File: config.mk
export PLATFORM = sky130hd
export DESIGN_NAME = pixel_sample_scheduler
export DESIGN_NICKNAME = d
export VERILOG_FILES = /design/src/rtl/pixel_sample_scheduler.sv
export SDC_FILE = /design/constraint.sdc
export NUM_CORES = 1
export LEC_CHECK = 0
export CORE_ASPECT_RATIO = 0.8
export CORE_MARGIN = 5
export CORE_UTILIZATION = 50
export CTS_CLUSTER_SIZE = 8
export DETAILED_ROUTE_END_ITERATION = 6
export PLACE_DENSITY = 0.81
export REMOVE_ABC_BUFFERS = 1
export SYNTH_ARGS = -nofsm -noshare
export SYNTH_HDL_FRONTEND = slang
export SYNTH_SLANG_ARGS = --single-unit
File: constraint.sdc
create_clock -name clk -period 4.1 [get_ports clk]
set_input_delay 0.615 -clock clk [delete_from_list [all_inputs] [get_ports clk]]
set_output_delay 0.615 -clock clk [all_outputs]
set_load 0.01 [all_outputs]
File: src/rtl/pixel_sample_scheduler.sv
// Raster-order pixel/sample sequencer feeding the ray generator, with a
// stall-aware tag delay line matched to the generator's latency.
module pixel_sample_scheduler #(
  parameter int H_RES       = 800,
  parameter int V_RES       = 600,
  parameter int SPP         = 4,
  parameter int GEN_LATENCY = 4
) (
  input  logic       clk,
  input  logic       rst_n,
  input  logic       start,
  input  logic       stall,
  output logic [9:0] pixel_x,
  output logic [9:0] pixel_y,
  output logic       tag_valid,
  output logic [9:0] tag_x,
  output logic [9:0] tag_y,
  output logic       tag_first,
  output logic       tag_last,
  output logic       frame_done,
  output logic       busy
);

  localparam int SW = (SPP > 1) ? $clog2(SPP) : 1;
  localparam int DW = $clog2(GEN_LATENCY + 1);

  typedef enum logic [1:0] {IDLE, RUN, DRAIN} state_t;

  typedef struct packed {
    logic       valid;
    logic [9:0] x;
    logic [9:0] y;
    logic       first;
    logic       last;
    logic       fin;
  } tag_t;

  state_t        state, state_next;
  logic [9:0]    x_cnt, y_cnt;
  logic [SW-1:0] s_cnt;
  logic [DW-1:0] drain_cnt;
  logic          issue, s_wrap, x_wrap, y_wrap, final_sample;
  tag_t          stage_in;
  tag_t          pipe [GEN_LATENCY];

  assign issue        = (state == RUN) && !stall;
  assign s_wrap       = (s_cnt == SW'(SPP - 1));
  assign x_wrap       = (x_cnt == 10'(H_RES - 1));
  assign y_wrap       = (y_cnt == 10'(V_RES - 1));
  assign final_sample = s_wrap && x_wrap && y_wrap;

  always_ff @(posedge clk or negedge rst_n) begin
    if (!rst_n) state <= IDLE;
    else        state <= state_next;
  end

  // start in IDLE is accepted regardless of stall; DRAIN counts only live cycles
  always_comb begin
    state_next = state;
    case (state)
      IDLE:    if (start) state_next = RUN;
      RUN:     if (issue && final_sample) state_next = DRAIN;
      DRAIN:   if (!stall && drain_cnt == DW'(1)) state_next = IDLE;
      default: state_next = IDLE;
    endcase
  end

  always_ff @(posedge clk or negedge rst_n) begin
    if (!rst_n) begin
      x_cnt <= '0;
      y_cnt <= '0;
      s_cnt <= '0;
    end else if (state == IDLE) begin
      x_cnt <= '0;
      y_cnt <= '0;
      s_cnt <= '0;
    end else if (issue) begin
      s_cnt <= s_wrap ? '0 : s_cnt + SW'(1);
      if (s_wrap) x_cnt <= x_wrap ? '0 : x_cnt + 10'd1;
      if (s_wrap && x_wrap) y_cnt <= y_wrap ? '0 : y_cnt + 10'd1;
    end
  end

  always_ff @(posedge clk or negedge rst_n) begin
    if (!rst_n)                    drain_cnt <= '0;
    else if (issue && final_sample) drain_cnt <= DW'(GEN_LATENCY);
    else if (state == DRAIN && !stall) drain_cnt <= drain_cnt - DW'(1);
  end

  // Stage 0 carries valid=0 outside RUN so the line empties naturally
  always_comb begin
    stage_in       = '0;
    stage_in.valid = (state == RUN);
    stage_in.x     = x_cnt;
    stage_in.y     = y_cnt;
    stage_in.first = (s_cnt == '0);
    stage_in.last  = s_wrap;
    stage_in.fin   = (state == RUN) && final_sample;
  end

  always_ff @(posedge clk or negedge rst_n) begin
    if (!rst_n) begin
      for (int i = 0; i < GEN_LATENCY; i++) pipe[i] <= '0;
    end else if (!stall) begin
      for (int i = GEN_LATENCY - 1; i > 0; i--) pipe[i] <= pipe[i-1];
      pipe[0] <= stage_in;
    end
  end

  assign pixel_x    = x_cnt;
  assign pixel_y    = y_cnt;
  assign tag_valid  = pipe[GEN_LATENCY-1].valid;
  assign tag_x      = pipe[GEN_LATENCY-1].x;
  assign tag_y      = pipe[GEN_LATENCY-1].y;
  assign tag_first  = pipe[GEN_LATENCY-1].first;
  assign tag_last   = pipe[GEN_LATENCY-1].last;
  assign frame_done = pipe[GEN_LATENCY-1].fin;
  assign busy       = (state != IDLE);

endmodule

==> results.md <==
* 1st-iter DRT viols at 183
* Die area at 12900 µm²
* First-pass detailed-route iteration total at 4
* Relative slew slack at 42.7%
* CP Class: flip-flop to output port
* # DRC at 0
* H-tree Lvls at 4
* Antenna-violating nets left at 0
* Nets at 441
* Outcome: finished clean
* Final wirelength at 9.36 mm
* Port Buf Inserts at 48
* Tot GR Track Use at 16.0%
* CTS max path bufs at 2
* Clk sink count at 123
* Share of layout cells above drive strength 1 at 28.1%
* TritonCTS clock tree: done
* FILL cells at 814
* Sequential fraction of the synthesis area at 57.6%
* Static Leak at 2.80 nW
* Final setup violating endpoints at 0
* Synth warn at 0
* Synth Cell Area at 5340 µm²
* Worst Hold Class: input port to asynchronous set/reset pin
* Tcrit/Tclk final at 66.6%
* Reg2Reg Depth at 5
* Hold buffers post-CTS at 0
* Post-CTS Resized at 0
* Worst hold slack at 0.290 ns
* RR Startpoint: pixel_x[0]$_DFFE_PN0P_
* Global route overflow at 0
* Starting Density at 51.5%
* Crit path arrival time at 2.11 ns
* Row cnt at 33
* Setup TNS at 0 ns
* Worst EP required at 3.48 ns
* Largest net degree at the start of global routing at 76
* Fmax at 366 MHz
* Wirelength per Cell at 16.1 µm
* Clock-pin slew of the registers on the worst-case setup and hold paths at 0.05 ns
* Period minus WS final at 2.73 ns
* Reg2reg end: pixel_y[8]$_DFFE_PN0P_
* Post-CTS Setup Repair Bufs at 0
* Main synth FF type: dfrtp_1
* Routed via count at 3138
* Synth Register Bits at 123
* Netlist cell types at 42
* Final max-slew violation count at 0
* Via density at 5.40
* Clock skew at 0.00596 ns
* PwrDens at 520 nW/µm²
* Most common cell after layout, fill and taps aside: dfrtp_1
* ANT cells at 0
* Worst VDD drop at 0.000371 V
* Layout area overhead at 16.2%
* Die Ht at 102 µm
* DP HPWL at 6.04 mm
* Post-synth EDFFs at 0
* RSZ-0062 raised after global routing: no
* First-pass GRT wire length at 16.2 mm
* Worst setup margin at 1.37 ns
* Syn Inst Count at 418
* Die W at 126 µm
* Largest fanout on the critical path at 19
* CTS root buffer: clkbuf_16
* Antenna violations before repair at 0
* TritonCTS buffer count at 17
* Worst-Margin Slew at 0.859 ns
* Worst slack, placed at 1.49 ns
* Setup slack, reg-to-reg at 1.85 ns
* Max-cap viol count at 0
* Clk_lat worst skew at 0.41 ns
* Asr flop ratio synth at 100%
* Synth Area per Inst at 12.8 µm²
* Crit path capture type: output port
* Most frequent cells in the layout: dfrtp_1, mux2_2, clkdlybuf4s50_1, nand2_1, clkbuf_16
* I/O Pins at 49
* Final hold violation count at 0
* CP startpoint kind: flip-flop
* Vias in the first global route at 3305
* Core area at 10400 µm²
* GPL Wtd Cong at 0.832
## where the power goes
group          leakage, nW  internal (W)  switching [W]
combinational        0.910      0.000205       0.000154
clock                0.276      0.000926       0.000501
sequential            1.61       0.00135      0.0000909
total                 2.80       0.00248       0.000747
## worst max path at each step
stage / start / to / cells after the start
3_3_place_gp: stall / pixel_y[9]$_DFFE_PN0P_ / 5
6_report: state[1]$_DFFE_PN0P_ / busy / 3
5_1_grt: state[1]$_DFFE_PN0P_ / busy / 3
3_5_place_dp: stall / pixel_y[8]$_DFFE_PN0P_ / 5
4_1_cts: state[1]$_DFFE_PN0P_ / busy / 3
2_1_floorplan: stall / pixel_y[9]$_DFFE_PN0P_ / 4
## kinds of logic after synthesis
kind of cell | share of synthesized area [%]
fa+ha+maj | 1.41
flops | 57.6
xor+xnor | 0.656
simple gates | 8.01
buf+inv | 8.01
mux | 18.1
compound gates | 6.16
## per-stage QoR
step | util, % | cells | area (µm²) | total power, W
4_1_cts | 59.9 | 581 | 6200 | 0.00327
3_3_place_gp | 54.4 | 552 | 5640 | 0.00181
6_report | 59.9 | 581 | 6200 | 0.00323
2_1_floorplan | - | 361 | 4970 | 0.00163
3_5_place_dp | 54.4 | 552 | 5640 | 0.00183
5_1_grt | 59.9 | 581 | 6200 | 0.00337
## state kept, by name (all words and copies together), names as in the netlist
register    count
frame_done      1
tag_valid       1
pipe           72
state           2
pixel_x        10
drain_cnt       3
s_cnt           2
tag_y          10
tag_x          10
tag_first       1
tag_last        1
pixel_y        10
## layer usage
layer  global-route usage (%)  share of wire [%]  vias to the layer above
met5                        0                  0                        -
met4                     6.67                1.1                        0
met3                     5.38                4.9                       12
met2                     25.6                 49                       65
met1                     20.2                 45                     1603
li1                         -                  -                     1458
## Yosys cell counts (3+ instances only)
cell type,number,area [µm²]
nand3b_1,3,22.5
xnor2_1,3,26.3
clkbuf_1,12,45.0
inv_1,14,52.6
a21oi_1,9,45.0
nand2_1,22,82.6
nand3_1,8,40.0
dfrtp_1,123,3080
nor2_1,12,45.0
nand4_1,5,31.3
or4_1,5,37.5
o22ai_1,4,25.0
nand2b_1,5,31.3
o21ai_0,13,65.1
mux2_2,86,968
o31ai_1,9,67.6
buf_1,3,11.3
a211oi_1,3,22.5
a21o_1,3,22.5
nor3_1,3,15.0
ha_1,6,75.1
and3_1,3,18.8
buf_4,41,308
## layout make-up
class | instances | area [µm²] | area share (%)
Sequential cell | 123 | 3080 | 49.6
Inverter | 14 | 52.6 | 0.847
Clock buffer | 21 | 470 | 7.58
Clock inverter | 8 | 95.1 | 1.53
Timing Repair Buffer | 51 | 498 | 8.03
Tap cell | 140 | 175 | 2.82
Multi-Input combinational cell | 224 | 1840 | 29.6
## worst max-delay path, cell delays in order (launching register included)
cell	delay (ns)
dfrtp_1	0.58
nor2_1	0.44
inv_1	0.18
clkdlybuf4s50_1	0.51
Note: power is estimated with default switching activity, not from simulation.
==> variant 1 (same flow settings) <==
The 3 states of `state_t` get a one-hot encoding in 3 bits.
--- a/src/rtl/pixel_sample_scheduler.sv
+++ b/src/rtl/pixel_sample_scheduler.sv
@@ -25,5 +25,5 @@
   localparam int DW = $clog2(GEN_LATENCY + 1);
 
-  typedef enum logic [1:0] {IDLE, RUN, DRAIN} state_t;
+  typedef enum logic [2:0] {IDLE = 3'b001, RUN = 3'b010, DRAIN = 3'b100} state_t;
 
   typedef struct packed {
Formal check against the unedited RTL: no difference found for any inputs over 10 cycles, from zero or initial values and one cycle with rst_n low; not proved beyond that.
==> variant 1 against the original RTL <==
  * Setup slack got worse by 0.12 ns
  * Combinational power fell by 8.6%
  * Final area is 2.8% higher
  * Routed wire length increased by 8.8%
  * Largest cell class unchanged
  * Non-clock buffer count unchanged
  * Area after synthesis grew 2.9%
  * Power fell by 1.8%
  * Sequential cell count rose by 1
==> variant 1: results (changes against the original RTL) <==
[logic_synthesis]
synth_fa_ha_area_share_pct = 1.366  ; was 1.405%
yosysUniqueCellTypes = 51  ; was 42
synthTopCellsByArea = dfrtp_1, mux2_2, buf_4  ; unchanged
synth_xor_area_share_pct = 0.6375  ; was 0.6559%
synth-seq-area-share_pct = 56.49  ; was 57.62%
synth.area.mux_share_pct = 18.44  ; was 18.13%
ys_top_cells_by_count = dfrtp_1, mux2_2, buf_4  ; unchanged
synth-compound-area-share_pct = 6.990  ; was 6.161%
syn_inst = 428  ; was 418

[final_layout]
drive_gt1_share_pct = 30.02  ; was 28.12%
num_antenna_cells = 0  ; unchanged
instances_no_fill = 597  ; was 581
nNetsFinal = 450  ; was 441
fillers = 847  ; was 814
fin_util_pct = 59.02  ; was 59.87%

[pwr]
p_leak_nw = 2.945  ; was 2.796 nW
internal_power_w = 0.002366  ; was 0.002483 W
irDropWorstVdd_mv = 0.3275  ; was 0.3714 mV

[grt]
grt_pass1_vias = 3504  ; was 3305
grt_usage_pct = 16.43  ; was 15.98%
antenna_found_initial = 0  ; unchanged
grt_max_degree = 72  ; was 76
grt_pass1_wl_um = 17450  ; was 16210 µm

[worst_hold_path]
hold_class = input pin to async pin  ; unchanged

[clocking]
cts.clk_slew.worst_paths_ns = 0.06
cts.repair.resized = 0  ; unchanged
htree_levels = 4  ; unchanged
cts-buffers-inserted = 17  ; unchanged
clock_latency_ns = 0.41  ; about the same

[placed_design]
place_inst = 565  ; was 552
routabilityCongestion = 0.8449  ; was 0.8322
place_area_um2 = 5768  ; was 5639 µm²
hpwl_um = 6232  ; was 6045 µm
dpl_worst_slack_ns = 1.300  ; was 1.492 ns

[job]
maxCapViolCount = 0  ; unchanged

[detailed_routing]
via_count = 3335  ; was 3138
dr.pass1.iters = 5  ; was 4
dr.first_iter.drc_count = 295  ; was 183
routed_wl_um = 10180  ; was 9359 µm

[critical_path]
reg2reg_slack_ns = 1.50  ; was 1.85 ns
worstPathArrival_ns = 2.23  ; was 2.11 ns
path_max_fanout = 11  ; was 19

[sta]
min_period_over_period_pct = 69.49  ; was 66.58%
skew_ns = 0.007955  ; was 0.005965 ns
worst_slew_pin_slew_ns = 1.232  ; was 0.8591 ns

[status]
status = finished, final reports clean  ; unchanged

[variant 1: worst paths after layout]
path                            startpoint         end
worst max-delay path              state[0]        busy
worst min-delay path                 rst_n    pipe[41]
worst max register to register  pixel_x[0]  pixel_y[7]
worst min register to register    pipe[83]    pipe[83]
max in group asynchronous            rst_n    tag_x[6]
min in group clk                  pipe[83]    pipe[83]
[variant 1: cells by family (layout without fill, tap and decap cells)]
kind of cell,after synthesis,in the layout
buf+inv,70,95
fa+ha+maj,6,6
mux,90,90
compound gates,59,59
xor+xnor,4,4
flops,124,124
simple gates,75,75
[variant 1: power groups by stage]
stage	registers [W]	logic, W	clock network, W
floorplan	0.00133	0.000188	0
global placement	0.00134	0.000307	0
detailed placement	0.00134	0.000322	0
CTS	0.00132	0.000328	0.00154
global route	0.00133	0.000359	0.00159
finish	0.00132	0.000328	0.00152
[variant 1: layout make-up]
| class | instances | share of cell area (%) |
|---|---|---|
| clock buffer | 19 | 6.945 |
| tap | 144 | 2.825 |
| inverter | 12 | 0.7063 |
| multi-input combinational | 234 | 30.43 |
| timing repair buffer | 51 | 7.809 |
| clock inverter | 13 | 2.609 |
| sequential | 124 | 48.68 |
[variant 1: worst max-delay path, cell delays in order, from the launching register on]
cell and delay [ns]:
dfstp_2 0.62, nor3b_2 0.47, inv_1 0.19, clkdlybuf4s50_1 0.54
[variant 1: per-stage QoR]
stage	power [W]	hold slack, ns
floorplan	0.001518	0.3194
global placement	0.001643	0.4710
detailed placement	0.001661	0.4695
CTS	0.003192	0.3508
global route	0.003280	0.3986
finish	0.003171	0.3246
[variant 1: routing by layer]
| layer | global-route usage (%) | wire length [µm] |
|---|---|---|
| met1 | 21.23 | 4420 |
| met2 | 26.62 | 5123 |
| met3 | 5.298 | 549 |
| met4 | 4.671 | 85 |
| met5 | 0 | 0 |
==> variant 2 (config.mk and constraints unchanged) <==
Without the edit above. The parameter `GEN_LATENCY` goes from 4 to 8.
--- a/src/rtl/pixel_sample_scheduler.sv
+++ b/src/rtl/pixel_sample_scheduler.sv
@@ -5,5 +5,5 @@
   parameter int V_RES       = 600,
   parameter int SPP         = 4,
-  parameter int GEN_LATENCY = 4
+  parameter int GEN_LATENCY = 8
 ) (
   input  logic       clk,
Formal check against the unedited RTL: not equivalent (Yosys sat finds a counterexample within 10 cycles, from zero or initial values and one cycle with rst_n low).
==> variant 2 against the original RTL <==
  * Power grew 66%
  * Critical path type unchanged
  * Synthesized cell count grew 48%
  * Setup slack got worse by 0.088 ns
  * Combinational power is 68% higher
  * Area after synthesis increased by 67%
  * Sequential cell count is 97 higher
  * Die area rose by 60%
  * Clock skew about the same
  * Register-to-register slack better by 0.06 ns
  * Final area grew 63%
  * Routed wire length rose by 52%
==> variant 2: results (changes against the original RTL) <==
[clocking]
clock_latency_ns = 0.52  ; was 0.41 ns
cts-buffers-inserted = 31  ; was 17
cts.path.max_buffers = 3  ; was 2

[final_layout]
fin_util_pct = 57.96  ; was 59.87%
nNetsFinal = 649  ; was 441
drive_gt1_share_pct = 36.31  ; was 28.12%
fillers = 1343  ; was 814

[worst_hold_path]
hold_class = input pin to async pin  ; unchanged

[sta]
skew_ns = 0.006061  ; was 0.005965 ns
worst_slew_pin_slew_ns = 1.015  ; was 0.8591 ns

[pwr]
irDropWorstVdd_mv = 0.3378  ; was 0.3714 mV
p_leak_nw = 4.544  ; was 2.796 nW
p_clk_w = 0.00210  ; was 0.00143 W
comb-power_w = 0.000603  ; was 0.000359 W
internal_power_w = 0.004146  ; was 0.002483 W

[placed_design]
place_inst = 831  ; was 552
routabilityCongestion = 0.8198  ; was 0.8322
hpwl_um = 8703  ; was 6045 µm
place_area_um2 = 9319  ; was 5639 µm²

[grt]
grt_usage_pct = 14.01  ; was 15.98%
use_met1_pct = 19.23  ; was 20.18%
grt_max_degree = 136  ; was 76
grtUsageMet3_pct = 3.879  ; was 5.381%
grt_pass1_vias = 5053  ; was 3305
grt_use_met2_pct = 22.10  ; was 25.64%

[status]
status = finished, final reports clean  ; unchanged

[detailed_routing]
routed-wl-met3_um = 887  ; was 461 µm
met1Wirelength_um = 6335  ; was 4208 µm
met2WireLength_um = 6593  ; was 4583 µm
dr.first_iter.drc_count = 299  ; was 183
via_count = 4749  ; was 3138
wl_per_cell_um = 16.42  ; was 16.11 µm

[critical_path]
cpPeakStageDelay_ns = 0.74  ; was 0.58 ns
crit_family = flip-flops  ; was buffers and inverters

[logic_synthesis]
syn_avg_cell_area_um2 = 14.38  ; was 12.78 µm²
synthTopCellsByArea = dfrtp_1, mux2_2, buf_4  ; unchanged
synth-seq-area-share_pct = 61.75  ; was 57.62%
yosysUniqueCellTypes = 46  ; was 42

==> variant 2: changes by cell type in the layout (fill, tap and decap cells not counted), sizes merged, moves of 3 or more <==
cell | unedited run | this run
dfrtp | 123 | 220
o22ai | 4 | 1
clkbuf | 21 | 33
nand3 | 8 | 11
mux2 | 86 | 183
o31ai | 9 | 5
nand2b | 5 | 2
clkinv | 4 | 1
==> variant 2: cells by family (layout without fill, tap and decap cells) <==
| group | after synthesis | in the layout | synth area share, % |
|---|---|---|---|
| adder cells (fa/ha/maj) | 6 | 6 | 0.8420 |
| multiplexers | 183 | 183 | 23.11 |
| AO/OA/AOI/OAI | 52 | 52 | 4.210 |
| buffers and inverters | 81 | 100 | 5.136 |
| flip-flops | 220 | 220 | 61.75 |
| AND/OR/NAND/NOR | 74 | 74 | 4.561 |
| XOR/XNOR | 4 | 4 | 0.3930 |
==> variant 2: worst paths after layout <==
check | slack, ns | depth (start not counted) | endpoint
setup / recovery | 1.28 | 3 | busy
hold / removal | 0.16 | 1 | frame_done
setup reg to reg | 1.91 | 5 | pixel_y[5]
hold reg to reg | 0.48 | 2 | pipe[175]
max in group asynchronous | 2.81 | 2 | pipe[59]
min in group clk | 0.48 | 2 | pipe[175]
==> variant 2: through the flow <==
step	power [W]	worst slack (ns)
2_1_floorplan	0.002984	2.146
3_3_place_gp	0.003244	1.629
3_5_place_dp	0.003297	1.544
4_1_cts	0.005443	1.334
5_1_grt	0.005627	1.218
6_report	0.005357	1.283
==> variant 2: layout make-up <==
type,count,area share (%)
flip-flops and latches,220,54.49
repair buffers,53,5.214
clock buffers,32,7.715
inverters,14,0.5201
well taps,225,2.786
multi-input cells,319,29.23
clock inverters,1,0.04954
